`config.mk`:
```
export PLATFORM = sky130hd
export DESIGN_NAME = uart_rx_framer
export DESIGN_NICKNAME = d
export VERILOG_FILES = /design/src/rtl/uart_pkg.sv /design/src/rtl/uart_rx_fifo.sv /design/src/rtl/uart_rx_framer.sv
export SDC_FILE = /design/constraint.sdc
export NUM_CORES = 1
export LEC_CHECK = 0
export ABC_AREA = 1
export CORE_ASPECT_RATIO = 1.75
export CORE_MARGIN = 3
export CORE_UTILIZATION = 30
export CTS_CLUSTER_DIAMETER = 60
export DETAILED_ROUTE_END_ITERATION = 10
export SKIP_CTS_REPAIR_TIMING = 1
export SLEW_MARGIN = 20
export SYNTH_ARGS = -nofsm -noshare
export SYNTH_HDL_FRONTEND = slang
export SYNTH_HIERARCHICAL = 1
export SYNTH_SLANG_ARGS = --single-unit
```
`constraint.sdc`:
```
create_clock -name CLK -period 2.7 [get_ports CLK]
set_input_delay 0.405 -clock CLK [delete_from_list [all_inputs] [get_ports CLK]]
set_output_delay 0.405 -clock CLK [all_outputs]
set_load 0.01 [all_outputs]
```
`src/rtl/uart_pkg.sv`:
```
// Shared UART types and helpers for the rx framer and the FIFO it feeds.
package uart_pkg;

  // Sample ticks per bit period.
  localparam int OVERSAMPLE = 16;

  typedef enum logic [2:0] {
    IDLE,
    START,
    DATA,
    STOP,
    BRK
  } uart_rx_state_t;

  // Clocks per oversample tick, truncated toward zero.
  function automatic int uart_div(input int clk_hz, input int baud);
    return clk_hz / (baud * OVERSAMPLE);
  endfunction

endpackage

```
`src/rtl/uart_rx_fifo.sv`:
```
// Small first-word-fall-through byte FIFO. The head entry is read straight from storage.
// A push into a full FIFO only lands when a pop frees a slot in the same cycle.
module uart_rx_fifo #(
  parameter int FIFO_DEPTH = 4,
  parameter int W          = 8
) (
  input  logic                        CLK,
  input  logic                        RST_N,
  input  logic                        push_i,
  input  logic [W-1:0]                push_data_i,
  input  logic                        pop_i,
  output logic [W-1:0]                head_o,
  output logic                        full_o,
  output logic                        empty_o,
  output logic [$clog2(FIFO_DEPTH):0] count_o
);
  localparam int AW = $clog2(FIFO_DEPTH);

  generate
    if (FIFO_DEPTH < 2 || (FIFO_DEPTH & (FIFO_DEPTH - 1)) != 0) begin : g_depth_chk
      $error("uart_rx_fifo: FIFO_DEPTH must be a power of two and at least 2");
    end
  endgenerate

  logic [W-1:0] mem_q [FIFO_DEPTH];
  logic [AW-1:0] wr_q;
  logic [AW-1:0] rd_q;
  logic [AW:0]   cnt_q;
  logic          do_pop;
  logic          do_push;

  assign empty_o = (cnt_q == '0);
  assign full_o  = (cnt_q == (AW + 1)'(FIFO_DEPTH));
  assign count_o = cnt_q;
  assign head_o  = mem_q[rd_q];

  // Pop on empty is ignored; a full FIFO accepts a push only alongside a pop.
  assign do_pop  = pop_i && !empty_o;
  assign do_push = push_i && (!full_o || do_pop);

  // Storage, pointers and occupancy; power-of-two depth makes pointer wrap free.
  always_ff @(posedge CLK or negedge RST_N) begin
    if (!RST_N) begin
      for (int i = 0; i < FIFO_DEPTH; i++) begin
        mem_q[i] <= '0;
      end
      wr_q  <= '0;
      rd_q  <= '0;
      cnt_q <= '0;
    end else begin
      if (do_push) begin
        mem_q[wr_q] <= push_data_i;
        wr_q        <= wr_q + 1'b1;
      end
      if (do_pop) begin
        rd_q <= rd_q + 1'b1;
      end
      cnt_q <= cnt_q + (AW + 1)'(do_push) - (AW + 1)'(do_pop);
    end
  end

endmodule

```
`src/rtl/uart_rx_framer.sv`:
```
// 8N1 UART receiver: pin synchroniser, 16x oversampling with 3-sample majority vote,
// framing FSM and a byte FIFO presented over valid/ready.
module uart_rx_framer
  import uart_pkg::*;
#(
  parameter int CLK_HZ     = 100_000_000,
  parameter int BAUD       = 115_200,
  parameter int OVERSAMPLE = 16,
  parameter int FIFO_DEPTH = 4
) (
  input  logic                        CLK,
  input  logic                        RST_N,
  input  logic                        rx_serial,
  output logic [7:0]                  rx_data,
  output logic                        rx_valid,
  input  logic                        rx_ready,
  output logic                        frame_err,
  output logic                        overrun_err,
  output logic [$clog2(FIFO_DEPTH):0] fifo_count
);
  localparam int DIV   = uart_div(CLK_HZ, BAUD);
  localparam int DIV_W = $clog2(DIV) + 1;

  generate
    if (DIV < 2) begin : g_div_chk
      $error("uart_rx_framer: CLK_HZ too low for BAUD, divider below 2");
    end
    if (OVERSAMPLE != uart_pkg::OVERSAMPLE) begin : g_os_chk
      $error("uart_rx_framer: only 16x oversampling is supported");
    end
  endgenerate

  logic [1:0]     rst_sync_q;
  logic           rst_n_int;
  logic           rx_meta_q;
  logic           rxs_q;
  logic           rxs_prev_q;
  uart_rx_state_t state_q, state_d;
  logic [DIV_W-1:0] div_q, div_d;
  logic [3:0]     s_q, s_d;
  logic [2:0]     bit_q, bit_d;
  logic [7:0]     shift_q, shift_d;
  logic [1:0]     smp_q, smp_d;
  logic           frame_err_q, frame_err_d;
  logic           overrun_err_q, overrun_err_d;
  logic           tick;
  logic           vote;
  logic           vote_now;
  logic           push;
  logic           fifo_full;
  logic           fifo_empty;

  // Reset asserts immediately and releases two clocks after RST_N rises.
  always_ff @(posedge CLK or negedge RST_N) begin
    if (!RST_N) rst_sync_q <= '0;
    else        rst_sync_q <= {rst_sync_q[0], 1'b1};
  end
  assign rst_n_int = rst_sync_q[1];

  // Two-flop pin synchroniser plus one delayed copy for falling-edge detection.
  always_ff @(posedge CLK or negedge rst_n_int) begin
    if (!rst_n_int) begin
      rx_meta_q  <= 1'b1;
      rxs_q      <= 1'b1;
      rxs_prev_q <= 1'b1;
    end else begin
      rx_meta_q  <= rx_serial;
      rxs_q      <= rx_meta_q;
      rxs_prev_q <= rxs_q;
    end
  end

  // FSM, tick divider, sample counter and error pulse registers.
  always_ff @(posedge CLK or negedge rst_n_int) begin
    if (!rst_n_int) begin
      state_q       <= IDLE;
      div_q         <= '0;
      s_q           <= '0;
      bit_q         <= '0;
      shift_q       <= '0;
      smp_q         <= '0;
      frame_err_q   <= 1'b0;
      overrun_err_q <= 1'b0;
    end else begin
      state_q       <= state_d;
      div_q         <= div_d;
      s_q           <= s_d;
      bit_q         <= bit_d;
      shift_q       <= shift_d;
      smp_q         <= smp_d;
      frame_err_q   <= frame_err_d;
      overrun_err_q <= overrun_err_d;
    end
  end

  // Next-state logic: counters run only inside a frame and restart at the start edge.
  always_comb begin
    state_d     = state_q;
    div_d       = div_q;
    s_d         = s_q;
    bit_d       = bit_q;
    shift_d     = shift_q;
    smp_d       = smp_q;
    push        = 1'b0;
    frame_err_d = 1'b0;
    vote_now    = 1'b0;
    tick        = (div_q == DIV_W'(DIV - 1));
    vote        = (smp_q[0] & smp_q[1]) | (smp_q[0] & rxs_q) | (smp_q[1] & rxs_q);

    if (state_q == START || state_q == DATA || state_q == STOP) begin
      div_d = tick ? '0 : div_q + 1'b1;
      if (tick) begin
        s_d = s_q + 1'b1;
        if (s_q == 4'd7) smp_d[0] = rxs_q;
        if (s_q == 4'd8) smp_d[1] = rxs_q;
        vote_now = (s_q == 4'd9);
      end
    end

    case (state_q)
      IDLE: begin
        div_d = '0;
        s_d   = '0;
        if (rxs_prev_q && !rxs_q) state_d = START;
      end
      START: begin
        if (vote_now) begin
          if (!vote) begin
            state_d = DATA;
            bit_d   = '0;
          end else begin
            state_d = IDLE;
          end
        end
      end
      DATA: begin
        if (vote_now) begin
          shift_d = {vote, shift_q[7:1]};
          bit_d   = bit_q + 1'b1;
          if (bit_q == 3'd7) state_d = STOP;
        end
      end
      STOP: begin
        if (vote_now) begin
          if (vote) begin
            push    = 1'b1;
            state_d = IDLE;
          end else begin
            frame_err_d = 1'b1;
            state_d     = BRK;
          end
        end
      end
      BRK: begin
        div_d = '0;
        s_d   = '0;
        if (rxs_q) state_d = IDLE;
      end
      default: state_d = IDLE;
    endcase

    overrun_err_d = push && fifo_full && !rx_ready;
  end

  uart_rx_fifo #(
    .FIFO_DEPTH(FIFO_DEPTH),
    .W         (8)
  ) u_fifo (
    .CLK        (CLK),
    .RST_N      (rst_n_int),
    .push_i     (push),
    .push_data_i(shift_q),
    .pop_i      (rx_ready),
    .head_o     (rx_data),
    .full_o     (fifo_full),
    .empty_o    (fifo_empty),
    .count_o    (fifo_count)
  );

  assign rx_valid    = !fifo_empty;
  assign frame_err   = frame_err_q;
  assign overrun_err = overrun_err_q;

endmodule
```
# Word-level counts from Yosys, hierarchy flattened
# Index checks and enable logic that the tools add are counted.
# W data, S select, Z words.
[classes]
eq_ne = 17
magnitude_cmp = 3
addsub = 7
n_reduce_logical = 25
mux = 33
bitwise_logic = 7
[op_table]
columns = ["cell", "count"]
rows = [
  ["$bwmux W32", 1],
  ["$mux W3", 10],
  ["$mux W8", 3],
  ["$mux W7", 3],
  ["$bmux W8 S2", 1],
  ["$demux W8 S2", 1],
  ["$pmux W3 S5", 1],
  ["$mux W4", 3],
  ["$ne A2 B2 Y1 const B", 6],
  ["$eq A3 B3 Y1 const B", 3],
  ["$eq A4 B4 Y1 const B", 2],
  ["$mux W1", 8],
  ["$add A7 B1 Y7 const B", 1],
  ["$eq A7 B6 Y1 const B", 1],
  ["$eq A3 B2 Y1 const B", 2],
  ["$ge A3 B3 Y1 const B", 2],
  ["$logic_and A1 B1 Y1", 6],
  ["$logic_not A3 Y1", 2],
  ["$not A2 Y3", 2],
  ["$pmux W3 S2", 1],
  ["$reduce_and A3 Y1", 2],
  ["$reduce_and A6 Y1", 1],
  ["$reduce_bool A2 Y1", 3],
  ["$add A2 B1 Y2 const B", 2],
  ["other kinds (16)", 25],
]
[totals]
output_inout_bits = 14
word_cells = 112
inputBits = 4
regBits = 73

# Longest topological paths before layout
# Gate-level depths: netlist of run 1.
[logic_depth]
ltp_word = 9
depth_mapped = 15
ltp_nobuf = 14

# Modules after synthesis
# The synthesis of run 1 kept the hierarchy.
[by_module_without_submodules]
columns = ["mod", "n_inst", "cells_each", "seq_area_each_um2", "area_per_inst_um2"]
rows = [
  ["uart_rx_fifo", 1, 233, 975.9, 2019.4],
  ["uart_rx_framer", 1, 193, 854.6, 1675.4],
]

# Least setup slack after synthesis of run 1
# Ideal clock, no wire load.
[synth_path]
kind = "register to register"
startpoint = "reg div_q[1]"
endpoint = "reg u_fifo.cnt_q[2] (netlist: u_fifo/count_o[2])"
t_arrival_ps = 2569
setup_time_ps = 122
required_time_ps = 2578
slack_ps = 8
stages_incl_launch_ff = 16
n_path_buf = 1
period_less_slack_ps = 2692
cell_sequence = "dfrtp_1 inv_1 ha_1 nand2_1 nor2_4 nand3_4 nor2_8 inv_1 nor2_1 buf_6 nand2_1 ha_1 inv_1 ha_1 fa_1 xnor2_1"
[synth_between]
elab_chain_len = 8
[synth_rtl]
columns = ["item", "line_no", "text"]
rows = [
  ["start: declaration", "uart_rx_framer.sv:39", "logic [DIV_W-1:0] div_q, div_d;"],
  ["start signal: assignment", "uart_rx_framer.sv:86", "div_q <= div_d;"],
  ["$eq A7 B6 Y1", "uart_rx_framer.sv:107", "tick = (div_q == DIV_W'(DIV - 1));"],
  ["$mux W1", "uart_rx_framer.sv:112", "if (tick) begin"],
  ["$mux W1", "uart_rx_framer.sv:110", "if (state_q == START || state_q == DATA || state_q == STOP) begin"],
  ["$mux W1", "uart_rx_framer.sv:144", "if (vote_now) begin"],
  ["$mux W1", "uart_rx_framer.sv:120", "case (state_q)"],
  ["via push", "uart_rx_framer.sv:49", "logic push;"],
  ["$logic_and A1 B1 Y1", "uart_rx_fifo.sv:39", "assign do_push = push_i && (!full_o || do_pop);"],
  ["$add A3 B1 Y3", "uart_rx_fifo.sv:58", "cnt_q <= cnt_q + (AW + 1)'(do_push) - (AW + 1)'(do_pop);"],
  ["$sub A3 B1 Y3", "uart_rx_fifo.sv:58", ""],
  ["end signal: assignment", "uart_rx_fifo.sv:58", ""],
  ["end: declaration", "uart_rx_fifo.sv:28", "logic [AW:0] cnt_q;"],
]
# The timed path passes the listed nets, and every way through them passes these cells.
# A chain may end at the register's enable or synchronous reset.

# Worst setup path in the final report of run 1
# Ends and elaborated chain as after synthesis.

==> results of run 1 <==
[cell usage after synthesis]
cell type,n
o21ai_1,2
buf_4,3
dfstp_2,3
xnor2_1,4
nor2_8,1
o22ai_1,12
xor2_1,4
dfrtp_1,70
nor2_1,26
fa_1,1
nand3b_1,3
nor3_1,3
o21bai_1,1
nor3_2,1
nand3_4,3
buf_6,6
ha_1,13
nor2_2,4
inv_2,1
nand2_1,138
inv_1,31
buf_2,9
conb_1,1
nand4_1,32
nor2_4,1
nand3_2,4
o21ai_0,26
nand2_2,2
nand3_1,21
[per-stage QoR]
step	instances	total power, mW	hold WS (ns)	worst slack, ns	area, sq um
floorplan	426	1.98	0.109	0.00836	3690
global placement	597	2.35	0.307	0.309	4010
detailed placement	597	2.38	0.310	0.204	4010
CTS	613	3.74	0.234	0.138	4340
global route	613	3.92	0.231	0.0405	4340
finish	613	3.69	0.241	0.210	4340
[worst register-to-register path, delay by kind of cell (launching register included)]
family                     cells  cell delay (ns)
xor gates and xnor gates       1             0.14
adders and majority gates      4             0.99
buffers and inverters          3             0.21
DFF                            1             0.41
and+or+nand+nor                6             0.65
[per-layer routing]
metal / vias up / GRT usage [%] / part of all wire (%)
met5: - / 0 / 0
met4: 0 / 5.77 / 2.7
met3: 15 / 2.41 / 2.5
met2: 35 / 23.8 / 57
met1: 1394 / 12.9 / 37
li1: 1442 / - / -
[flip-flops by register name, indices dropped and copies added, names as in the netlist]
register and flops:
u_fifo/mem_q 32, shift_q 8, div_q 7, s_q 4
bit_q 3, state_q 3, u_fifo/count_o 3, rst_sync_q 2
smp_q 2, u_fifo/rd_q 2, u_fifo/wr_q 2, frame_err 1
overrun_err 1, rx_meta_q 1, rxs_prev_q 1, rxs_q 1
[power by group through the flow]
stage / clock network [mW] / registers, mW / logic (mW)
floorplan: 0 / 1.29 / 0.689
CTS: 1.37 / 1.31 / 1.05
detailed placement: 0 / 1.33 / 1.05
finish: 1.34 / 1.32 / 1.03
global route: 1.43 / 1.33 / 1.16
global placement: 0 / 1.33 / 1.03
[cell families after synthesis]
kind of cell             count (synthesis)  synth area share (%)
AO/OA/AOI/OAI                           41                  6.03
XOR/XNOR                                 8                  1.90
adder cells (fa/ha/maj)                 14                  4.94
buffers and inverters                   50                  6.91
flip-flops                              73                  49.5
other                                    1                 0.101
AND/OR/NAND/NOR                        239                  30.6
[final timing paths]
kind | start | to | cells past startpoint | slack [ns]
setup / recovery | div_q[1]$_DFFE_PN0P_ | u_fifo/count_o[2]$_DFF_PN0_ | 14 | 0.21
hold / removal | RST_N | rst_sync_q[0]$_DFF_PN0_ | 1 | 0.24
setup reg to reg | div_q[1]$_DFFE_PN0P_ | u_fifo/count_o[2]$_DFF_PN0_ | 14 | 0.21
hold reg to reg | rst_sync_q[1]$_DFF_PN0_ | div_q[4]$_DFFE_PN0P_ | 1 | 0.28
max in group asynchronous | rst_sync_q[1]$_DFF_PN0_ | rxs_prev_q$_DFF_PN1_ | 1 | 2.08
min in group CLK | rst_sync_q[0]$_DFF_PN0_ | rst_sync_q[1]$_DFF_PN0_ | 0 | 0.35
[final cells by class]
type | instances | area share, %
Inverter | 32 | 2.77
Clock inverter | 5 | 2.39
Multi-Input combinational cell | 303 | 37.1
Timing Repair Buffer | 24 | 5.42
Sequential cell | 73 | 42.2
Tap cell | 165 | 4.75
Clock buffer | 11 | 5.36
==> flow_summary.toml, run 1 <==
[pwr]
power_density_mw_per_mm2 = 850
sw_frac_of_total_pct = 31.4
clkPwrFrac_pct = 36.4
netSwitchingPower_mw = 1.16
pwr-share-comb_pct = 27.9
pwr-share-seq_pct = 35.6
p_leak_nw = 2.14
p_int_mw = 2.53
irDropWorstVdd_v = 0.000377

[placed_design]
portBuffers = 17
routabilityCongestion = 0.811
dpl.hpwl_mm = 5.79

[timing]
fin_crit_sh_pct = 92.2
hold_viol_final = 0
rsz0062_at_grt = "no"
period_needed_ns = 2.49
fin_worst_skew_ns = 0.00899
slew_violations = 0
fmax_mhz = 402
setup_tns_ns = 0
setup_violations = 0

[synth]
yosysWarningCount = 6
synth_nets = 444
synth_top_area_share_pct = 47.4
postSynthCellCount = 426
synthesis.area_sq_mm = 0.00369
ys_seq_area_share_pct = 49.5
yosys_register_bits = 73
synth.avg_cell_area_sq_um = 8.67
yosys-top-cells-area = "dfrtp_1, nand2_1, nand4_1, ha_1, o21ai_0"
ys_types = 29
yosys.area.top_type = "dfrtp_1"

[detailed_routing]
post_drt_via_cell_ratio = 4.71
wl_per_cell_um = 13.0
ant_nets = 0
via_count = 2886
route.detailed.drc = 0
drt_iter0_markers = 150
dr.pass1.iters = 4
drt-total-wl_mm = 7.99

[global_routing]
antenna_found_initial = 0
grt_pass1_wl_mm = 13.9
grt_max_degree = 72
track_usage_pct = 12.5
first_global_vias = 2899
grt.overflow.total = 0

[critical_path]
cp_max_fo = 6
critPathLaunchType = "flop"
crit_path_top_delay_cell = "dfrtp_1"
cp-end-kind = "flop"
critical_path_class = "flop to flop"
cpLargestDelayFamily = "adder cells"
worstPathArrival_ns = 2.71
critPathRequiredTime_ns = 2.92
crit_path_max_incr_delay_ns = 0.41
cp_cell_sequence = "inv_1 -> ha_1 -> nand2_1 -> nor2_4 -> nand3_4 -> nor2_8 -> inv_1 -> nor2_2 -> nand2_1 -> ha_1 -> inv_1 -> ha_1 -> fa_1 -> xnor2_1"
critPathBufInv = 3

[die]
die_area_sq_mm = 0.0137
core_sq_mm = 0.0120
dieWidth_um = 89.9
io_pins = 18
dieHeight_um = 153
rows = 53
initial_core_util_pct = 30.8

[flow_run]
maxCapViolations = 0

[cts]
cts_max_level = 3
clkLatencyLatePin_ns = 0.33
cts_max_path_buffers = 2
cts_buffers = 9
clock-root-buffer = "clkbuf_16"
clkTransAtPathRegs_ns = 0.06
tritoncts = "done"
cts.sinks = 73

[layout]
drive_above_1_share_pct = 9.82
layout-area-overhead-vs-synth_pct = 17.5
seqCellArea_sq_mm = 0.00183
final_common_cell = "nand2_1"
postLayoutCoreUtil_pct = 36.2
fillers = 1203
diodes = 0
fin_nets = 461
layout_common_cells = "nand2_1, dfrtp_1, nand4_1, inv_1, o21ai_0"
multi_input_area_sq_mm = 0.00161

[status]
outcome = "finished clean"

[min_path]
min_path_type = "input port to async pin"
Power figures use the tool's default switching activity.
==> inputs of run 2 (changes only) <==
--- a/config.mk
+++ b/config.mk
@@ -6,11 +6,13 @@
 export NUM_CORES = 1
 export LEC_CHECK = 0
 export ABC_AREA = 1
+export CELL_PAD_IN_SITES_DETAIL_PLACEMENT = 0
+export CELL_PAD_IN_SITES_GLOBAL_PLACEMENT = 1
 export CORE_ASPECT_RATIO = 1.75
 export CORE_MARGIN = 3
 export CORE_UTILIZATION = 30
-export CTS_CLUSTER_DIAMETER = 60
 export DETAILED_ROUTE_END_ITERATION = 10
+export PLACE_DENSITY_LB_ADDON = 0.1
 export SKIP_CTS_REPAIR_TIMING = 1
 export SLEW_MARGIN = 20
 export SYNTH_ARGS = -nofsm -noshare
==> run 2 against run 1 <==
Against the previous run: first-iteration DRC count is 2.0% lower; via count increased by 0.94%; cell area grew 0.66%; register-to-register slack improved by 0.03 ns; flip-flop and latch count unchanged; utilization up 0.24 points; clock-buffer cell count unchanged; setup slack improved by 0.026 ns; clock skew down 0.0024 ns; wire length grew 16%; non-clock buffer count rose by 6; critical endpoint unchanged; largest power group is now registers; highest routed layer unchanged.
==> flow_summary.toml, run 2 (synthesis gave the netlist of run 1 again) <==
[status]
outcome = "finished clean"

[die]
die_area_sq_mm = 0.0137
rows = 53
initial_core_util_pct = 30.8
core_sq_mm = 0.0120
io_pins = 18
dieHeight_um = 153
dieWidth_um = 89.9

[layout]
fillers = 1241
layout-area-overhead-vs-synth_pct = 18.3
final_area_sq_mm = 0.00437
diodes = 0
fin_nets = 467
largest_reg_flops = 32
reg_top3 = "u_fifo/mem_q x32, shift_q x8, div_q x7"
final_common_cell = "nand2_1"
drive_above_1_share_pct = 11.0
layout_common_cells = "nand2_1, dfrtp_1, nand4_1, inv_1, o21ai_0"
regMostFlops = "u_fifo/mem_q"

[pwr]
irDropWorstVdd_v = 0.000365
pwr-share-comb_pct = 29.4
pwr-share-seq_pct = 35.2
sw_frac_of_total_pct = 32.7
clkPwrFrac_pct = 35.4
netSwitchingPower_mw = 1.19
power_mw = 3.66
p_int_mw = 2.46
p_leak_nw = 2.16
power_density_mw_per_mm2 = 837

[detailed_routing]
wl_per_cell_um = 14.9
post_drt_via_cell_ratio = 4.71
drt_iter0_markers = 147
ant_nets = 0
dr.pass1.iters = 4
drt-total-wl_mm = 9.24
via_count = 2913
route.detailed.drc = 0

[placed_design]
dpl.hpwl_mm = 6.40
dpl_cell_area_sq_mm = 0.00404
portBuffers = 17
routabilityCongestion = 0.745

[global_routing]
first_global_vias = 3008
antenna_found_initial = 0
grt.overflow.total = 0
track_usage_pct = 14.6
grt_max_degree = 72
grt_pass1_wl_mm = 15.9

[critical_path]
reg2reg_to = "u_fifo/count_o[2]$_DFF_PN0_"
cp-end-kind = "flop"
r2r_start = "div_q[1]$_DFFE_PN0P_"
reg2reg_depth = 14
reg2reg_setup_slack_ns = 0.24
crit_path_end = "u_fifo/count_o[2]$_DFF_PN0_"
startpoint = "div_q[1]$_DFFE_PN0P_"
cp_max_fo = 4
critPathRequiredTime_ns = 2.91
worstPathArrival_ns = 2.68
critPathLaunchType = "flop"
critical_path_class = "flop to flop"

[timing]
setup_tns_ns = 0
relSlewSlack_pct = 65.3
period_needed_ns = 2.46
fmax_mhz = 406
worst_slew_pin_slew_ns = 0.521
rsz0062_at_grt = "no"
hold_viol_final = 0
fin_crit_sh_pct = 91.2
slew_violations = 0
fin_worst_skew_ns = 0.00657
setup_violations = 0

[min_path]
min_path_type = "input port to async pin"

[cts]
cts_max_level = 3
cts_max_path_buffers = 2
clkTransAtPathRegs_ns = 0.06
tritoncts = "done"
clock-root-buffer = "clkbuf_16"
cts_buffers = 9
cts.sinks = 73
clkLatencyLatePin_ns = 0.33

[flow_run]
maxCapViolations = 0
run 2: cell count changes in the layout (fill, tap and decap cells not counted):
cell,change
dfrtp_2,-1
clkbuf_1,-1
buf_4,+6
clkinv_2,+1
clkbuf_8,+1
dfrtp_1,+1
bufinv_16,-1
run 2: how the worst min path moves through the flow:
stage,endpoint,cells past startpoint,start
4_1_cts,rst_sync_q[0]$_DFF_PN0_,1,RST_N
6_report,rst_sync_q[0]$_DFF_PN0_,1,RST_N
3_5_place_dp,u_fifo/mem_q[29]$_DFFE_PN0P_,1,rst_sync_q[1]$_DFF_PN0_
3_3_place_gp,u_fifo/mem_q[28]$_DFFE_PN0P_,1,rst_sync_q[1]$_DFF_PN0_
2_1_floorplan,rst_sync_q[0]$_DFF_PN0_,0,RST_N
5_1_grt,rst_sync_q[0]$_DFF_PN0_,1,RST_N
run 2: metal layers:
metal	global-route usage (%)	up-vias	routed length, um
li1	-	1457	-
met5	0	-	0
met4	5.48	0	113
met3	2.26	8	190
met2	27.8	37	5260
met1	16.2	1411	3680
run 2: cell type report:
type | instances | area (sq um) | area share [%]
timing repair buffer | 30 | 280 | 6.41
multi-input combinational | 303 | 1610 | 36.9
clock buffer | 11 | 243 | 5.55
clock inverter | 5 | 78.8 | 1.80
tap | 165 | 206 | 4.72
sequential | 73 | 1830 | 41.9
inverter | 32 | 120 | 2.75
run 2: worst max-delay path, cell delays in order (launching register included):
cell and delay (ns):
dfrtp_1 0.39, inv_1 0.08, ha_1 0.13, nand2_1 0.08
nor2_4 0.12, nand3_4 0.12, nor2_8 0.10, inv_1 0.08
nor2_2 0.10, nand2_1 0.10, ha_1 0.28, inv_1 0.04
ha_1 0.18, fa_1 0.38, xnor2_1 0.15
run 2: power by group through the flow:
| stage | Combinational [mW] | Clock, mW | Sequential (mW) |
|---|---|---|---|
| after floorplan | 0.689 | 0 | 1.29 |
| after global placement | 1.09 | 0 | 1.31 |
| after detailed placement | 1.10 | 0 | 1.31 |
| after CTS | 1.11 | 1.34 | 1.29 |
| after global routing | 1.22 | 1.38 | 1.30 |
| final | 1.08 | 1.29 | 1.29 |
run 2: metrics by stage:
step	hold slack (ns)	utilization, %	setup slack, ns	instances
5_1_grt	0.234	36.4	0.0146	619
2_1_floorplan	0.109	-	0.00836	426
6_report	0.236	36.4	0.237	619
4_1_cts	0.224	36.3	0.158	617
3_5_place_dp	0.324	33.6	0.189	601
3_3_place_gp	0.318	33.6	0.275	601
